--- src/rtl/usb_pkg.sv ---
// Shared line-state codes, FSM encoding and protocol constants for the USB receive path.
// Pure definitions: no latency, no backpressure.
package usb_pkg;

    localparam logic [1:0] LS_J   = 2'b10;
    localparam logic [1:0] LS_K   = 2'b01;
    localparam logic [1:0] LS_SE0 = 2'b00;
    localparam logic [1:0] LS_SE1 = 2'b11;

    typedef enum logic [2:0] {
        ST_IDLE      = 3'd0,
        ST_SYNC      = 3'd1,
        ST_DATA      = 3'd2,
        ST_EOP       = 3'd3,
        ST_WAIT_IDLE = 3'd4
    } rx_state_t;

    localparam logic [2:0] SYNC_ZEROS  = 3'd7;
    localparam logic [2:0] STUFF_RUN   = 3'd6;
    localparam logic [1:0] EOP_MIN_SE0 = 2'd2;

    typedef struct packed {
        logic data;
        logic val;
        logic active;
        logic eop;
        logic err;
    } rx_out_t;

    function automatic logic is_jk(input logic [1:0] ls);
        return (ls == LS_J) || (ls == LS_K);
    endfunction

endpackage

--- src/rtl/usb_receiver_if.sv ---
// Pad pins in, decoded bit stream and packet strobes out.
// Stream has no backpressure: the consumer must take every s_data_val cycle.
interface usb_receiver_if;
    logic d_plus;
    logic d_minus;
    logic s_data_out;
    logic s_data_val;
    logic rx_active;
    logic rx_eop;
    logic rx_err;

    modport master (
        input  d_plus, d_minus,
        output s_data_out, s_data_val, rx_active, rx_eop, rx_err
    );

    modport slave (
        output d_plus, d_minus,
        input  s_data_out, s_data_val, rx_active, rx_eop, rx_err
    );
endinterface

--- src/rtl/usb_line_decoder.sv ---
// Pin register plus previous sample; exposes the current line state and its NRZI bit.
// One cycle from pins to line_state/nrzi_bit; no backpressure.
module usb_line_decoder
    import usb_pkg::*;
(
    input  logic       clk,
    input  logic       rst,
    input  logic       d_plus,
    input  logic       d_minus,
    output logic [1:0] line_state,
    output logic       nrzi_bit
);

    logic [1:0] line_q;
    logic [1:0] line_p;

    always_ff @(posedge clk) begin
        if (rst) begin
            line_q <= LS_J;
            line_p <= LS_J;
        end else begin
            line_q <= {d_plus, d_minus};
            line_p <= line_q;
        end
    end

    // No level change means a 1; only meaningful when line_state is J or K.
    assign line_state = line_q;
    assign nrzi_bit   = (line_q == line_p);

endmodule

--- src/rtl/usb_receiver.sv ---
// USB serial receiver: SYNC lock, optional unstuffing, EOP/error detection, serial bit output.
// Pins to outputs in 2 cycles; no backpressure, every s_data_val must be consumed.
module usb_receiver
    import usb_pkg::*;
#(
    parameter bit STUFF_EN = 1'b0
) (
    input  logic                  clk,
    input  logic                  rst,
    usb_receiver_if.master        bus
);

    logic [1:0] line_state;
    logic       nrzi_bit;

    usb_line_decoder u_line_decoder (
        .clk        (clk),
        .rst        (rst),
        .d_plus     (bus.d_plus),
        .d_minus    (bus.d_minus),
        .line_state (line_state),
        .nrzi_bit   (nrzi_bit)
    );

    rx_state_t  state;
    logic [2:0] zero_cnt;
    logic [2:0] ones_cnt;
    logic [1:0] se0_cnt;
    rx_out_t    out_q;

    always_ff @(posedge clk) begin
        if (rst) begin
            state    <= ST_IDLE;
            zero_cnt <= 3'd0;
            ones_cnt <= 3'd0;
            se0_cnt  <= 2'd0;
            out_q    <= '0;
        end else begin
            out_q.data <= 1'b0;
            out_q.val  <= 1'b0;
            out_q.eop  <= 1'b0;
            out_q.err  <= 1'b0;

            case (state)
                ST_IDLE: begin
                    // A K right after J is the first SYNC bit.
                    if (line_state == LS_K && !nrzi_bit) begin
                        state    <= ST_SYNC;
                        zero_cnt <= 3'd1;
                    end
                end

                ST_SYNC: begin
                    if (is_jk(line_state) && !nrzi_bit && zero_cnt < SYNC_ZEROS) begin
                        zero_cnt <= zero_cnt + 3'd1;
                    end else if (is_jk(line_state) && nrzi_bit && zero_cnt == SYNC_ZEROS) begin
                        state        <= ST_DATA;
                        ones_cnt     <= 3'd0;
                        out_q.active <= 1'b1;
                    end else begin
                        state     <= ST_WAIT_IDLE;
                        out_q.err <= 1'b1;
                    end
                end

                ST_DATA: begin
                    if (is_jk(line_state)) begin
                        if (STUFF_EN && ones_cnt == STUFF_RUN) begin
                            // The bit after a full run of ones is a stuffed 0 and is dropped.
                            if (nrzi_bit) begin
                                state        <= ST_WAIT_IDLE;
                                out_q.err    <= 1'b1;
                                out_q.active <= 1'b0;
                            end else begin
                                ones_cnt <= 3'd0;
                            end
                        end else begin
                            out_q.data <= nrzi_bit;
                            out_q.val  <= 1'b1;
                            if (STUFF_EN) begin
                                ones_cnt <= nrzi_bit ? ones_cnt + 3'd1 : 3'd0;
                            end
                        end
                    end else if (line_state == LS_SE0) begin
                        state   <= ST_EOP;
                        se0_cnt <= 2'd1;
                    end else begin
                        state        <= ST_WAIT_IDLE;
                        out_q.err    <= 1'b1;
                        out_q.active <= 1'b0;
                    end
                end

                ST_EOP: begin
                    case (line_state)
                        LS_SE0: begin
                            if (se0_cnt != 2'd3) se0_cnt <= se0_cnt + 2'd1;
                        end
                        LS_J: begin
                            out_q.active <= 1'b0;
                            if (se0_cnt >= EOP_MIN_SE0) begin
                                state     <= ST_IDLE;
                                out_q.eop <= 1'b1;
                            end else begin
                                state     <= ST_WAIT_IDLE;
                                out_q.err <= 1'b1;
                            end
                        end
                        default: begin
                            state        <= ST_WAIT_IDLE;
                            out_q.err    <= 1'b1;
                            out_q.active <= 1'b0;
                        end
                    endcase
                end

                ST_WAIT_IDLE: begin
                    if (line_state == LS_J) state <= ST_IDLE;
                end

                default: begin
                    state        <= ST_IDLE;
                    out_q.active <= 1'b0;
                end
            endcase
        end
    end

    assign bus.s_data_out = out_q.data;
    assign bus.s_data_val = out_q.val;
    assign bus.rx_active  = out_q.active;
    assign bus.rx_eop     = out_q.eop;
    assign bus.rx_err     = out_q.err;

endmodule

--- src/flat_wrapper.sv ---
// flat-port wrapper written by rule: the top's interface ports become plain ports
module usb_receiver_flat import usb_pkg::*;
#(
    parameter bit STUFF_EN = 1'b0
)
  (clk, rst, bus_d_plus, bus_d_minus, bus_s_data_out, bus_s_data_val, bus_rx_active, bus_rx_eop, bus_rx_err);
  usb_receiver_if bus_i ();
  input  logic clk;
  input  logic rst;
  input wire logic [$bits(bus_i.d_plus)-1:0] bus_d_plus;
  input wire logic [$bits(bus_i.d_minus)-1:0] bus_d_minus;
  output wire logic [$bits(bus_i.s_data_out)-1:0] bus_s_data_out;
  output wire logic [$bits(bus_i.s_data_val)-1:0] bus_s_data_val;
  output wire logic [$bits(bus_i.rx_active)-1:0] bus_rx_active;
  output wire logic [$bits(bus_i.rx_eop)-1:0] bus_rx_eop;
  output wire logic [$bits(bus_i.rx_err)-1:0] bus_rx_err;
  assign bus_i.d_plus = bus_d_plus;
  assign bus_i.d_minus = bus_d_minus;
  assign bus_s_data_out = bus_i.s_data_out;
  assign bus_s_data_val = bus_i.s_data_val;
  assign bus_rx_active = bus_i.rx_active;
  assign bus_rx_eop = bus_i.rx_eop;
  assign bus_rx_err = bus_i.rx_err;
  usb_receiver #(.STUFF_EN(STUFF_EN)) u_core (.clk(clk), .rst(rst), .bus(bus_i));
endmodule
--- config.mk ---
export PLATFORM = sky130hd
export DESIGN_NAME = usb_receiver_flat
export DESIGN_NICKNAME = d
export VERILOG_FILES = /design/src/rtl/usb_pkg.sv /design/src/rtl/usb_receiver_if.sv /design/src/rtl/usb_line_decoder.sv /design/src/rtl/usb_receiver.sv /design/src/flat_wrapper.sv
export SDC_FILE = /design/constraint.sdc
export NUM_CORES = 1
export LEC_CHECK = 0
export BUFFER_PORTS_ARGS = -buffer_cell sky130_fd_sc_hd__buf_4
export CORE_MARGIN = 8
export CORE_UTILIZATION = 41
export DETAILED_ROUTE_END_ITERATION = 16
export PLACE_DENSITY_LB_ADDON = 0.08
export SYNTH_ARGS = -nofsm -noshare
export SYNTH_HDL_FRONTEND = slang
export SYNTH_HIERARCHICAL = 1
export SYNTH_SLANG_ARGS = --single-unit
--- constraint.sdc ---
create_clock -name clk -period 2.5 [get_ports clk]
set_clock_uncertainty 0.05 [all_clocks]
set_input_delay 0.75 -clock clk [delete_from_list [all_inputs] [get_ports clk]]
set_output_delay 0.75 -clock clk [all_outputs]
set_load 0.03 [all_outputs]
-- Yosys cells after proc, flatten, opt, wreduce, memory -nomap -nowiden
Cells that the tools add are included.
- add/sub/neg operators: 2
- order comparisons: 2
- equal/unequal tests: 19
- muxes and demuxes: 30
- bitwise logic cells: 5
- reductions and logical operators: 19
- operators by type and width (cell ; count):
    two-way mux 3 bit ; 8
    one-hot mux 3 bit (5 select lines) ; 1
    != test 2 x 1 -> 1 bit (second input constant) ; 7
    one-hot mux 3 bit (2 select lines) ; 2
    two-way mux 1 bit ; 11
    AND reduction 5 bit ; 2
    two-way mux 2 bit ; 4
    != test 2 bit (second input constant) ; 4
    == test 3 x 2 -> 1 bit (second input constant) ; 2
    == test 3 bit (second input constant) ; 2
    OR reduction 3 bit ; 2
    logical AND 1 bit ; 5
    NOT 1 bit ; 5
    one-hot mux 1 bit (4 select lines) ; 1
    one-hot mux 2 bit (2 select lines) ; 1
    AND reduction 4 bit ; 1
    nonzero test 2 bit ; 2
    OR reduction 2 bit ; 2
    adder 3 x 1 -> 3 bit (second input constant) ; 1
    == test 3 x 1 -> 1 bit (second input constant) ; 1
    zero test 3 bit ; 1
    < comparator 3 bit (second input constant) ; 1
    one-hot mux 1 bit (3 select lines) ; 1
    AND reduction 3 bit ; 1
    other kinds (9) ; 9
- bits in registers: 17
- input bits: 4
- output and inout bits: 5
- logic and storage cells: 87

-- Depth between registers and ports, before layout
- depth in word-level cells: 7
- gate-level depth with buffers: 6
- depth with buffers taken out: 6

-- Hierarchy
The synthesis kept the hierarchy.
- modules (own cells, without submodules) (module ; times used ; cells an instance ; area each (um^2) ; sequential area each (um^2)):
    usb_receiver ; 1 ; 96 ; 808.3 ; 260.2
    usb_line_decoder ; 1 ; 11 ; 126.4 ; 80.1

-- Worst setup path after synthesis
No wires, ideal clock.
- path type: register to register
- start point: reg u_core.u_line_decoder.line_q[0] (netlist: u_core/u_line_decoder/line_state[0])
- end point: reg u_core.state[2]
- library setup time: 0.091 ns
- arrival: 1.556 ns
- required time: 2.359 ns
- path slack: 0.803 ns
- stages on the path, launching flop included: 7
- buffers on the path: 0
- clock period less this slack: 1.697 ns
- cells stage by stage: dfxtp_1 inv_1 ha_1 mux2_2 a32oi_2 a21oi_1 a311oi_1
- longest elaborated chain between the ends: 7
- elaborated cells on any way between the ends: 23
- those cells by class: eq/ne: 8; mux: 6; reduce/logical: 9
- ends and longest elaborated chain (item ; line ; source):
    start, declared ; usb_line_decoder.sv:14 ; logic [1:0] line_q;
    start signal, assigned ; usb_line_decoder.sv:22 ; line_q <= {d_plus, d_minus};
    == test 2 bit or == test 2 x 1 -> 1 bit (tied branches) ; - ;
    logical OR 1 bit ; usb_pkg.sv:31 ; return (ls == LS_J) || (ls == LS_K);
    logical AND 1 bit (2 in series) ; usb_receiver.sv:56 ; end else if (is_jk(line_state) && nrzi_bit && zero_cnt == SYNC_ZEROS) begin
    two-way mux 3 bit ; usb_receiver.sv:56 ;
    two-way mux 3 bit ; usb_receiver.sv:54 ; if (is_jk(line_state) && !nrzi_bit && zero_cnt < SYNC_ZEROS) begin
    one-hot mux 3 bit (5 select lines) ; usb_receiver.sv:44 ; case (state)
    end signal, assigned ; usb_receiver.sv:48 ; state <= ST_SYNC;
    end signal, assigned ; usb_receiver.sv:57 ; state <= ST_DATA;
    end signal, assigned ; usb_receiver.sv:61 ; state <= ST_WAIT_IDLE;
    end, declared ; usb_receiver.sv:25 ; rx_state_t state;
Several ways; a longest one is shown, not always the timed one. The select of a mux whose other input is x is not followed.
A chain may end at the register's enable or synchronous reset.

-- Worst setup path after layout
- start point: reg u_core.u_line_decoder.line_q[1] (netlist: u_core/u_line_decoder/line_state[1])
- end point: reg u_core.zero_cnt[0]
- longest elaborated chain between the ends: 6
- elaborated cells on any way between the ends: 11
- those cells by class: eq/ne: 5; reduce/logical: 6
- ends and longest elaborated chain (item ; line ; source):
    == test 2 bit, or another cell as far along ; usb_pkg.sv:31 ;
    logical OR 1 bit or zero test 1 bit (tied branches) ; usb_pkg.sv:31, usb_receiver.sv:47, usb_receiver.sv:54 ;
    logical AND 1 bit (2 in series) ; usb_receiver.sv:54 ;
    != test 2 x 1 -> 1 bit (no source line) ; - ;
    AND reduction 3 bit (no source line) (*) ; - ;
    end signal, assigned ; usb_receiver.sv:55 ; zero_cnt <= zero_cnt + 3'd1;
    end, declared ; usb_receiver.sv:26 ; logic [2:0] zero_cnt;
Every way passes the cells marked *; elsewhere a longest branch is shown, timed or not.

==> impl_metrics.prom <==
# TYPE chip_impl_metric gauge
chip_impl_info{name="outcome",value="finished clean"} 1
chip_impl_info{name="timing.critical_path.slowest_stage_cell",value="dfxtp_1"} 1
chip_impl_metric{name="route.detailed.vias_per_inst",unit=""} 5.37
chip_impl_metric{name="syn_avg_cell_area",unit="µm²"} 8.74
chip_impl_info{name="yosys.cell_count.top_type",value="dfxtp_1"} 1
chip_impl_metric{name="hold-path-cell-count",unit=""} 2
chip_impl_metric{name="layout-drive-gt1-share",unit=""} 0.132
chip_impl_metric{name="drt-met1-wl",unit="µm"} 915
chip_impl_metric{name="placementRows",unit=""} 17
chip_impl_info{name="rsz0062_at_grt",value="no"} 1
chip_impl_metric{name="register_area",unit="µm²"} 340
chip_impl_metric{name="post-route-cell-area",unit="mm²"} 0.00103
chip_impl_metric{name="boundaryPins",unit=""} 9
chip_impl_metric{name="worst-r2r-cell-count",unit=""} 6
chip_impl_metric{name="pin_count_of_the_biggest_net_entering_global_routing",unit=""} 18
chip_impl_metric{name="setup_tns",unit="ps"} 0
chip_impl_metric{name="place.detailed.instances",unit=""} 138
chip_impl_metric{name="numPortBuffers",unit=""} 8
chip_impl_info{name="synth.top_cells.by_area",value="dfxtp_1 36%, ha_1 11%, a21oi_1 5.4%"} 1
chip_impl_metric{name="p_sw_frac",unit=""} 0.329
chip_impl_metric{name="min_period_over_period",unit=""} 0.785
chip_impl_info{name="critPathLaunchType",value="register"} 1
chip_impl_metric{name="power_report.internal_total",unit="µW"} 399
chip_impl_metric{name="p_seq_frac",unit=""} 0.550
chip_impl_metric{name="first_pass_grt_wire_length",unit="µm"} 3490
chip_impl_metric{name="timing.max_cap.violations",unit=""} 0
chip_impl_metric{name="antenna_violations_before_repair",unit=""} 0
chip_impl_metric{name="ys_seq_elements",unit=""} 17
chip_impl_metric{name="clkSlewWorstSetupHoldPaths",unit="ps"} 100
chip_impl_metric{name="number_of_enable_flip_flop_cells_after_synthesis",unit=""} 0
chip_impl_metric{name="tritoncts.num_buffers",unit=""} 3
chip_impl_info{name="topRoutingLayerUsed",value="met4"} 1
chip_impl_metric{name="met2WireLength",unit="µm"} 920
chip_impl_metric{name="num-fill-cells",unit=""} 221
chip_impl_metric{name="first_global_vias",unit=""} 770
chip_impl_info{name="cts_tree",value="built"} 1
chip_impl_metric{name="area_delta_synth_final",unit="%"} 10.7
chip_impl_metric{name="synth_seq_area_share",unit=""} 0.364
chip_impl_metric{name="die_w",unit="µm"} 63.7
chip_impl_metric{name="initial_core_utilization",unit=""} 0.427
chip_impl_metric{name="synthCells",unit=""} 107
chip_impl_metric{name="comb_power_share",unit=""} 0.201
chip_impl_metric{name="synth_area",unit="µm²"} 935
chip_impl_metric{name="vdd.ir_drop.worst",unit="mV"} 0.356
chip_impl_metric{name="nNetsFinal",unit=""} 127
chip_impl_metric{name="min_period",unit="ps"} 1960
chip_impl_metric{name="fin_util",unit=""} 0.472
chip_impl_info{name="rr_endpoint",value="u_core/zero_cnt[0]"} 1
chip_impl_metric{name="clockPowerShare",unit=""} 0.249
chip_impl_metric{name="drc_errors",unit=""} 0
chip_impl_metric{name="power.net_switching",unit="µW"} 196
chip_impl_metric{name="cts.sink_count",unit=""} 17
chip_impl_metric{name="die-area",unit="mm²"} 0.00406
chip_impl_metric{name="max_freq",unit="MHz"} 509
chip_impl_info{name="crit_type",value="reg -> reg"} 1
chip_impl_metric{name="setup-violations-final",unit=""} 0
chip_impl_metric{name="post_cts_buffers",unit=""} 0
chip_impl_info{name="cp_cell_sequence",value="inv_1 -> ha_1 -> and2b_1 -> a31oi_1 -> or4_1 -> a21oi_1"} 1
chip_impl_metric{name="finish.cell_count_without_fillers",unit=""} 142
chip_impl_metric{name="arrival",unit="ps"} 2140
chip_impl_info{name="cts_root_buffer",value="clkbuf_4"} 1
chip_impl_metric{name="route.vias.total",unit=""} 763
chip_impl_metric{name="die_height",unit="µm"} 63.7
chip_impl_metric{name="cts_max_path_buffers",unit=""} 2
chip_impl_info{name="critical_path.endpoint_type",value="register"} 1
chip_impl_info{name="synth_flop_cell",value="dfxtp_1"} 1
chip_impl_info{name="crit_family",value="simple AND/OR/NAND/NOR gates"} 1
chip_impl_metric{name="cp.required",unit="ps"} 2670
chip_impl_metric{name="met3_length",unit="µm"} 62
chip_impl_info{name="worst_hold_startpoint",value="u_core/bus.rx_active"} 1
chip_impl_metric{name="yosysTopAreaCellShare",unit=""} 0.364
chip_impl_metric{name="leakage",unit="nW"} 0.394
chip_impl_metric{name="worst_path_largest_cell_delay",unit="ps"} 430
chip_impl_metric{name="htree_levels",unit=""} 1
chip_impl_info{name="synth_common_cells",value="17 x dfxtp_1, 10 x a21oi_1, 8 x ha_1"} 1
chip_impl_metric{name="slew_viol_final",unit=""} 0
chip_impl_info{name="rr_startpoint",value="u_core/u_line_decoder/line_state[1]"} 1
chip_impl_metric{name="synth-warning-count",unit=""} 6
chip_impl_metric{name="wl_per_cell",unit="µm"} 13.5
chip_impl_metric{name="postRouteAntennaNets",unit=""} 0
chip_impl_metric{name="cts-hold-fix-buffers",unit=""} 0
chip_impl_metric{name="wirelength",unit="µm"} 1910
chip_impl_metric{name="worst-path-max-fanout",unit=""} 5
chip_impl_info{name="hold_path_sink",value="u_core/bus.rx_active"} 1
chip_impl_metric{name="routability_congestion_estimate_from_global_placement",unit=""} 0.773
chip_impl_metric{name="post_cts_gate_resize_count",unit=""} 0
chip_impl_metric{name="finalHoldViolCount",unit=""} 0
chip_impl_metric{name="synthArstFlopShare",unit=""} 0
chip_impl_info{name="hold_path_class",value="reg -> reg"} 1
chip_impl_metric{name="postSynthNetCount",unit=""} 119
chip_impl_metric{name="dpl_cell_area",unit="mm²"} 0.00101
chip_impl_metric{name="place_hpwl",unit="µm"} 1360
chip_impl_metric{name="yosysUniqueCellTypes",unit=""} 37
chip_impl_metric{name="pin_slew_with_the_least_headroom_to_its_limit",unit="ps"} 513
chip_impl_metric{name="multi_input_gate_area_in_the_final_layout",unit="µm²"} 549
chip_impl_metric{name="drt-initial-drc-count",unit=""} 17
chip_impl_metric{name="core_area",unit="mm²"} 0.00219
chip_impl_metric{name="setup.reg_to_reg.worst_slack",unit="ps"} 540
chip_impl_metric{name="power.density",unit="mW/mm²"} 575
chip_impl_metric{name="number_of_optimization_iterations_in_the_first_detailed_route_pass",unit=""} 4
chip_impl_metric{name="num_antenna_cells",unit=""} 0
chip_impl_metric{name="grt.overflow.total",unit=""} 0
chip_impl_info{name="synth_top_area_cell",value="dfxtp_1"} 1
chip_impl_metric{name="worst-path-buf-inv",unit=""} 1
chip_impl_metric{name="maxSlewHeadroom",unit=""} 0.658
chip_impl_metric{name="grt.total_usage",unit=""} 0.104
chip_impl_metric{name="insertion_delay",unit="ps"} 290
worst reg2reg max path, cell delays in order, from the launching register on:
cell and delay, ps:
dfxtp_1 430, inv_1 100, ha_1 370, and2b_1 220, a31oi_1 150, or4_1 430, a21oi_1 150
flip-flops by register name (all words and copies together), names as in the netlist:
register / cells
u_core/zero_cnt: 3
u_core/bus.rx_active: 1
u_core/state: 3
u_core/bus.s_data_val: 1
u_core/bus.rx_eop: 1
u_core/u_line_decoder/line_state: 2
u_core/u_line_decoder/line_p: 2
u_core/bus.rx_err: 1
u_core/se0_cnt: 2
u_core/bus.s_data_out: 1
kinds of logic after synthesis:
logic type | Yosys count | share of synthesized area
simple gates | 42 | 0.252
mux | 3 | 0.0335
fa+ha+maj | 8 | 0.107
buf+inv | 11 | 0.0482
xor+xnor | 2 | 0.0187
flops | 17 | 0.364
compound gates | 24 | 0.177
cells in the final DEF (no fill, tap or decap), types with 2 or more instances in the layout:
cell | netlist | layout
nand2b_1 | 3 | 3
nand4_1 | 3 | 3
nor3_1 | 2 | 2
o21ai_0 | 4 | 4
nand3_1 | 5 | 5
nor3b_1 | 3 | 3
clkbuf_4 | 0 | 3
inv_1 | 6 | 6
or2_1 | 2 | 2
xor2_1 | 2 | 2
nand2_1 | 6 | 6
o31ai_1 | 2 | 2
ha_1 | 8 | 8
mux2i_1 | 2 | 2
buf_4 | 0 | 8
dfxtp_1 | 17 | 17
nor2_1 | 6 | 6
nor2b_1 | 3 | 3
a21oi_1 | 10 | 10
and2_1 | 2 | 2
power groups by stage:
stage | registers, mW | clock network, mW | logic (mW)
floorplan | 0.301 | 0 | 0.123
global placement | 0.333 | 0 | 0.115
detailed placement | 0.333 | 0 | 0.117
CTS | 0.327 | 0.153 | 0.119
global route | 0.334 | 0.172 | 0.133
finish | 0.328 | 0.148 | 0.120
worst max-delay path by stage:
stage	start	endpoint	slack, ps	depth (start not counted)
6_report	u_core/u_line_decoder/line_state[1]	u_core/zero_cnt[0]	540	6
5_1_grt	u_core/u_line_decoder/line_state[1]	u_core/zero_cnt[0]	390	6
4_1_cts	u_core/u_line_decoder/line_state[1]	u_core/zero_cnt[0]	550	6
3_5_place_dp	u_core/u_line_decoder/line_state[1]	u_core/zero_cnt[0]	620	6
3_3_place_gp	u_core/u_line_decoder/line_state[1]	u_core/zero_cnt[0]	660	6
2_1_floorplan	u_core/u_line_decoder/line_state[0]	u_core/state[2]	800	6
layout make-up:
| class | instances | share of cell area |
|---|---|---|
| inverter | 6 | 0.0218 |
| clock inverter | 1 | 0.00484 |
| clock buffer | 3 | 0.0218 |
| sequential | 17 | 0.329 |
| multi-input combinational | 79 | 0.531 |
| tap | 28 | 0.0339 |
| timing repair buffer | 8 | 0.0580 |
routing by layer:
| layer | track usage | vias to the layer above |
|---|---|---|
| met5 | 0 | - |
| met4 | 0.0418 | 0 |
| met3 | 0.0244 | 2 |
| met2 | 0.166 | 10 |
| met1 | 0.133 | 354 |
| li1 | - | 397 |
stage by stage:
step                worst slack [ps]  power [mW]  hold WS [ps]
floorplan                        803       0.423           408
global placement                 659       0.448           410
detailed placement               617       0.450           421
CTS                              552       0.599           436
global route                     389       0.639           476
finish                           537       0.595           430
Power figures use the tool's default switching activity.
